### config.mk
export PLATFORM = sky130hd
export DESIGN_NAME = sva_sampled_value_tracker
export DESIGN_NICKNAME = d
export VERILOG_FILES = /design/src/rtl/sva_sampled_value_tracker.sv
export SDC_FILE = /design/constraint.sdc
export NUM_CORES = 1
export LEC_CHECK = 0
export ABC_CLOCK_PERIOD_IN_PS = 2770
export CORE_ASPECT_RATIO = 0.6
export CORE_MARGIN = 4
export CORE_UTILIZATION = 50
export DETAILED_ROUTE_END_ITERATION = 10
export DONT_BUFFER_PORTS = 1
export GPL_TIMING_DRIVEN = 0
export PLACE_DENSITY = 0.75
export SLEW_MARGIN = 20
export SYNTH_ARGS = -nofsm -noshare
export SYNTH_HDL_FRONTEND = slang
export SYNTH_SLANG_ARGS = --single-unit
### constraint.sdc
create_clock -name clk -period 2.77 [get_ports clk]
set_input_delay 0.6925 -clock clk [delete_from_list [all_inputs] [get_ports clk]]
set_output_delay 0.6925 -clock clk [all_outputs]
set_load 0.01 [all_outputs]
### src/rtl/sva_sampled_value_tracker.sv
// sva_sampled_value_tracker: 4-state sampled-value history with registered $rose/$fell/$stable/$changed,
// a $past(val,DEPTH) tap and saturating rose/fell event counters.
module sva_sampled_value_tracker #(
  parameter int               WIDTH    = 3,
  parameter int               DEPTH    = 2,
  parameter int               CNT_W    = 8,
  parameter logic [WIDTH-1:0] INIT_VAL = '0,
  parameter logic [WIDTH-1:0] INIT_XM  = '1
) (
  input  logic             clk,
  input  logic             rst_n,
  input  logic             sample_en,
  input  logic [WIDTH-1:0] val,
  input  logic [WIDTH-1:0] xmask,
  input  logic             clear,
  output logic             flag_valid,
  output logic             rose,
  output logic             fell,
  output logic             stable,
  output logic             changed,
  output logic [WIDTH-1:0] past_val,
  output logic [WIDTH-1:0] past_xmask,
  output logic             history_valid,
  output logic [CNT_W-1:0] rose_cnt,
  output logic [CNT_W-1:0] fell_cnt,
  output logic             x_seen
);
  localparam int FW = $clog2(DEPTH + 1);
  logic [WIDTH-1:0] hist_v_q [DEPTH];
  logic [WIDTH-1:0] hist_v_d [DEPTH];
  logic [WIDTH-1:0] hist_x_q [DEPTH];
  logic [WIDTH-1:0] hist_x_d [DEPTH];
  logic [FW-1:0]    fill_q, fill_d;
  logic [CNT_W-1:0] rose_cnt_q, rose_cnt_d, fell_cnt_q, fell_cnt_d;
  logic             flag_valid_q, flag_valid_d, rose_q, rose_d, fell_q, fell_d;
  logic             stable_q, stable_d, x_seen_q, x_seen_d;
  logic             prev_k1, prev_k0, rose_c, fell_c, stable_c;
  // X is compared as its own symbol: equal masks plus equal values on known bits
  always_comb begin
    prev_k1      = !hist_x_q[0][0] && hist_v_q[0][0];
    prev_k0      = !hist_x_q[0][0] && !hist_v_q[0][0];
    rose_c       = !xmask[0] && val[0] && !prev_k1;
    fell_c       = !xmask[0] && !val[0] && !prev_k0;
    stable_c     = (xmask == hist_x_q[0]) && (((val ^ hist_v_q[0]) & ~xmask) == '0);
    flag_valid_d = sample_en;
    rose_d       = sample_en ? rose_c : rose_q;
    fell_d       = sample_en ? fell_c : fell_q;
    stable_d     = sample_en ? stable_c : stable_q;
    fill_d       = (sample_en && fill_q != FW'(DEPTH)) ? fill_q + FW'(1) : fill_q;
    rose_cnt_d   = clear ? '0 : (sample_en && rose_c && rose_cnt_q != '1) ? rose_cnt_q + CNT_W'(1) : rose_cnt_q;
    fell_cnt_d   = clear ? '0 : (sample_en && fell_c && fell_cnt_q != '1) ? fell_cnt_q + CNT_W'(1) : fell_cnt_q;
    x_seen_d     = !clear && (x_seen_q || (sample_en && |xmask));
    hist_v_d     = hist_v_q;
    hist_x_d     = hist_x_q;
    if (sample_en) begin
      hist_v_d[0] = val;
      hist_x_d[0] = xmask;
      for (int i = 1; i < DEPTH; i++) begin
        hist_v_d[i] = hist_v_q[i-1];
        hist_x_d[i] = hist_x_q[i-1];
      end
    end
  end
  always_ff @(posedge clk or negedge rst_n) begin
    if (!rst_n) begin
      hist_v_q     <= '{default: INIT_VAL};
      hist_x_q     <= '{default: INIT_XM};
      fill_q       <= '0;
      flag_valid_q <= 1'b0;
      rose_q       <= 1'b0;
      fell_q       <= 1'b0;
      stable_q     <= 1'b1;
      rose_cnt_q   <= '0;
      fell_cnt_q   <= '0;
      x_seen_q     <= 1'b0;
    end else begin
      hist_v_q     <= hist_v_d;
      hist_x_q     <= hist_x_d;
      fill_q       <= fill_d;
      flag_valid_q <= flag_valid_d;
      rose_q       <= rose_d;
      fell_q       <= fell_d;
      stable_q     <= stable_d;
      rose_cnt_q   <= rose_cnt_d;
      fell_cnt_q   <= fell_cnt_d;
      x_seen_q     <= x_seen_d;
    end
  end
  assign flag_valid    = flag_valid_q;
  assign rose          = rose_q;
  assign fell          = fell_q;
  assign stable        = stable_q;
  assign changed       = ~stable_q;
  assign past_val      = hist_v_q[DEPTH-1];
  assign past_xmask    = hist_x_q[DEPTH-1];
  assign history_valid = fill_q == FW'(DEPTH);
  assign rose_cnt      = rose_cnt_q;
  assign fell_cnt      = fell_cnt_q;
  assign x_seen        = x_seen_q;
endmodule
==> impl_metrics.json <==
{
  "wl_per_cell_um": 16.51,
  "die_h_um": 53.39,
  "setup_slack_ns": 0.9804,
  "grt_pass1_vias": 1117,
  "dieArea_mm2": 0.004465,
  "synth.distinct_cells": 34,
  "power.share.clock_pct": 39.1,
  "clock-skew-final_ns": 0.008359,
  "worstPathCellList": "ha_1 -> nand3_1 -> o211ai_2 -> buf_6 -> or4_1 -> a21oi_1",
  "p_int_w": 0.0009298,
  "design_area_mm2": 0.001891,
  "hold_buffers": 0,
  "cts_buffers": 5,
  "final_cell_mix": "dfrtp_1 (28), a21oi_1 (13), mux2_2 (11), nand2_1 (8)",
  "totalWireLength_um": 3401,
  "finalPower_w": 0.001219,
  "crit_path_end_kind": "flop",
  "layout_commonest_cell": "dfrtp_1",
  "drive_gt1_share_pct": 24.84,
  "netSwitchingPower_w": 0.0002891,
  "cts_setup_buffers": 0,
  "worst_slew_pin_slew_ns": 0.4842,
  "dpl_cell_area_mm2": 0.001773,
  "crit_buf_inv": 1,
  "boundaryPins": 39,
  "setup_viol": 0,
  "cts_tree": "done",
  "status": "complete, no violations",
  "p_sw_share_pct": 23.72,
  "leakagePower_nw": 0.7979,
  "diodes": 0,
  "power.share.combinational_pct": 11.8,
  "regToRegEndpoint": "fell_cnt[6]",
  "cp.arrival_ns": 2.00,
  "synth_flop_cell": "dfrtp_1",
  "area_delta_synth_final_pct": 10.13,
  "num_rows": 16,
  "syn_area_per_cell_um2": 11.22,
  "synth_seq_cells": 35,
  "fmax_ghz": 0.5588,
  "grt-ovfl-total": 0,
  "hold_viol": 0,
  "synthCells": 153,
  "cap_violations": 0,
  "cts.sinks": 35,
  "min_path_type": "in -> async",
  "grt_max_degree": 36,
  "start_util_pct": 52.29,
  "dpl_worst_slack_ns": 0.8568,
  "htree_levels": 2,
  "synth_warnings": 0,
  "layout_min_cycle_time_ns": 1.790,
  "die_w_um": 83.65,
  "ant_nets": 0,
  "seq_area_frac_synth_pct": 51.53,
  "timing.final.crit_share_pct": 64.61,
  "coreArea_mm2": 0.003283,
  "ff2ff_path_depth": 6,
  "drt_iter0_markers": 58,
  "ctsResizeCount": 0,
  "synth_area_mm2": 0.001717,
  "startpoint": "fell_cnt[0]",
  "worstSetupPathType": "reg -> reg",
  "synth_edf_count": 0,
  "worstPathMaxFanout": 10,
  "grt_pass1_wl_um": 5499,
  "setup-tns-final_ns": 0,
  "clockBufferDepth": 2,
  "vias": 1186,
  "nets": 173,
  "maxSlewHeadroom_pct": 67.72,
  "portBuffers": 0,
  "clkTransAtPathRegs_ns": 0.07,
  "async_flop_share_pct": 100.0,
  "cpMaxStageDelayCell": "dfrtp_1",
  "ff2ff_setup_slack_ns": 0.98,
  "clock_latency_ns": 0.29,
  "regToRegStartpoint": "fell_cnt[0]",
  "crit_family": "simple AND/OR/NAND/NOR gates",
  "cts_root_buf": "clkbuf_8",
  "first_pass_iters": 4,
  "power_frac_seq_pct": 49.1,
  "antenna_found_initial": 0,
  "syn-num-nets": 166,
  "slowest_delay_ns": 0.46,
  "maxSlewViolCount": 0,
  "powerDensity_mw_per_mm2": 644.7,
  "drc": 0,
  "viasPerCell": 5.757,
  "ir_worst_vdd_uv": 520.1,
  "startpoint_type": "flop",
  "grt_setup_unrepaired": "false",
  "globalplace.congestion": 0.7701,
  "grtUsageTotal_pct": 16.46,
  "critPathRequiredTime_ns": 2.98,
  "hpwlAfterDp_um": 2438
}
-- layer usage --
layer	wire [um]	global-route usage (%)	vias up
met4	36	6.417	0
met2	1612	25.99	37
met5	0	0	-
met1	1485	19.92	581
li1	-	-	561
met3	266	7.465	7
-- cell families (layout without fill, tap and decap cells) --
family / after synthesis / in the layout / share of synthesized area [%]
XOR/XNOR: 6 / 6 / 3.061
adder cells (fa/ha/maj): 3 / 3 / 2.187
multiplexers: 14 / 14 / 8.965
flip-flops: 35 / 35 / 51.53
buffers and inverters: 19 / 27 / 6.560
AO/OA/AOI/OAI: 34 / 34 / 13.05
AND/OR/NAND/NOR: 42 / 42 / 14.65
-- flip-flops by register name (all words and copies together) (netlist names), 2 cells and up --
| name | cells |
|---|---|
| past_val | 3 |
| hist_v_q | 3 |
| hist_x_q | 3 |
| past_xmask | 3 |
| rose_cnt | 8 |
| fill_q | 2 |
| fell_cnt | 8 |
-- worst max-delay path by stage --
| stage | to | slack, ns | cells after the start |
|---|---|---|---|
| 6_report | fell_cnt[6] | 0.98 | 6 |
| 3_3_place_gp | rose_cnt[3] | 0.88 | 6 |
| 2_1_floorplan | rose_cnt[3] | 0.97 | 6 |
| 4_1_cts | fell_cnt[6] | 0.96 | 6 |
| 3_5_place_dp | rose_cnt[5] | 0.86 | 5 |
| 5_1_grt | fell_cnt[6] | 0.86 | 6 |
-- power by group through the flow --
stage                     Sequential (W)  Clock (W)  Combinational [W]
after floorplan                 0.000599          0           0.000123
after global placement          0.000605          0           0.000137
after detailed placement        0.000610          0           0.000147
after CTS                       0.000600   0.000483           0.000148
after global routing            0.000606   0.000508           0.000164
final                           0.000599   0.000476           0.000144
-- cell type report --
class	count	area (um2)
buffer	12	86.33
clock buffer	6	82.58
clock inverter	2	35.03
fill	281	1393
inverter	7	26.28
multi-input combinational	99	719.4
sequential	35	884.6
tap	45	56.30
-- cells in the mapped netlist (3+ instances only) --
master / count / area share [%]
buf_4: 7 / 3.1
mux2_2: 11 / 7.2
or4_1: 6 / 2.6
dfstp_2: 7 / 11
ha_1: 3 / 2.2
a21oi_1: 13 / 3.8
mux2i_1: 3 / 1.7
nor2_1: 6 / 1.3
o31ai_1: 6 / 2.6
dfrtp_1: 28 / 41
xor2_1: 5 / 2.6
inv_1: 7 / 1.5
or3_1: 6 / 2.2
o21ai_0: 7 / 2.0
nand3_1: 6 / 1.7
nand2_1: 8 / 1.7
-- per-stage QoR --
stage	util, %	std cells	hold slack, ns
after global placement	54.00	198	0.3976
final	57.58	206	0.09193
after detailed placement	54.00	198	0.3974
after global routing	57.58	206	0.07703
after floorplan	-	153	0.3969
after CTS	57.58	206	0.08627
No activity file was read; power rests on OpenSTA's default activity.
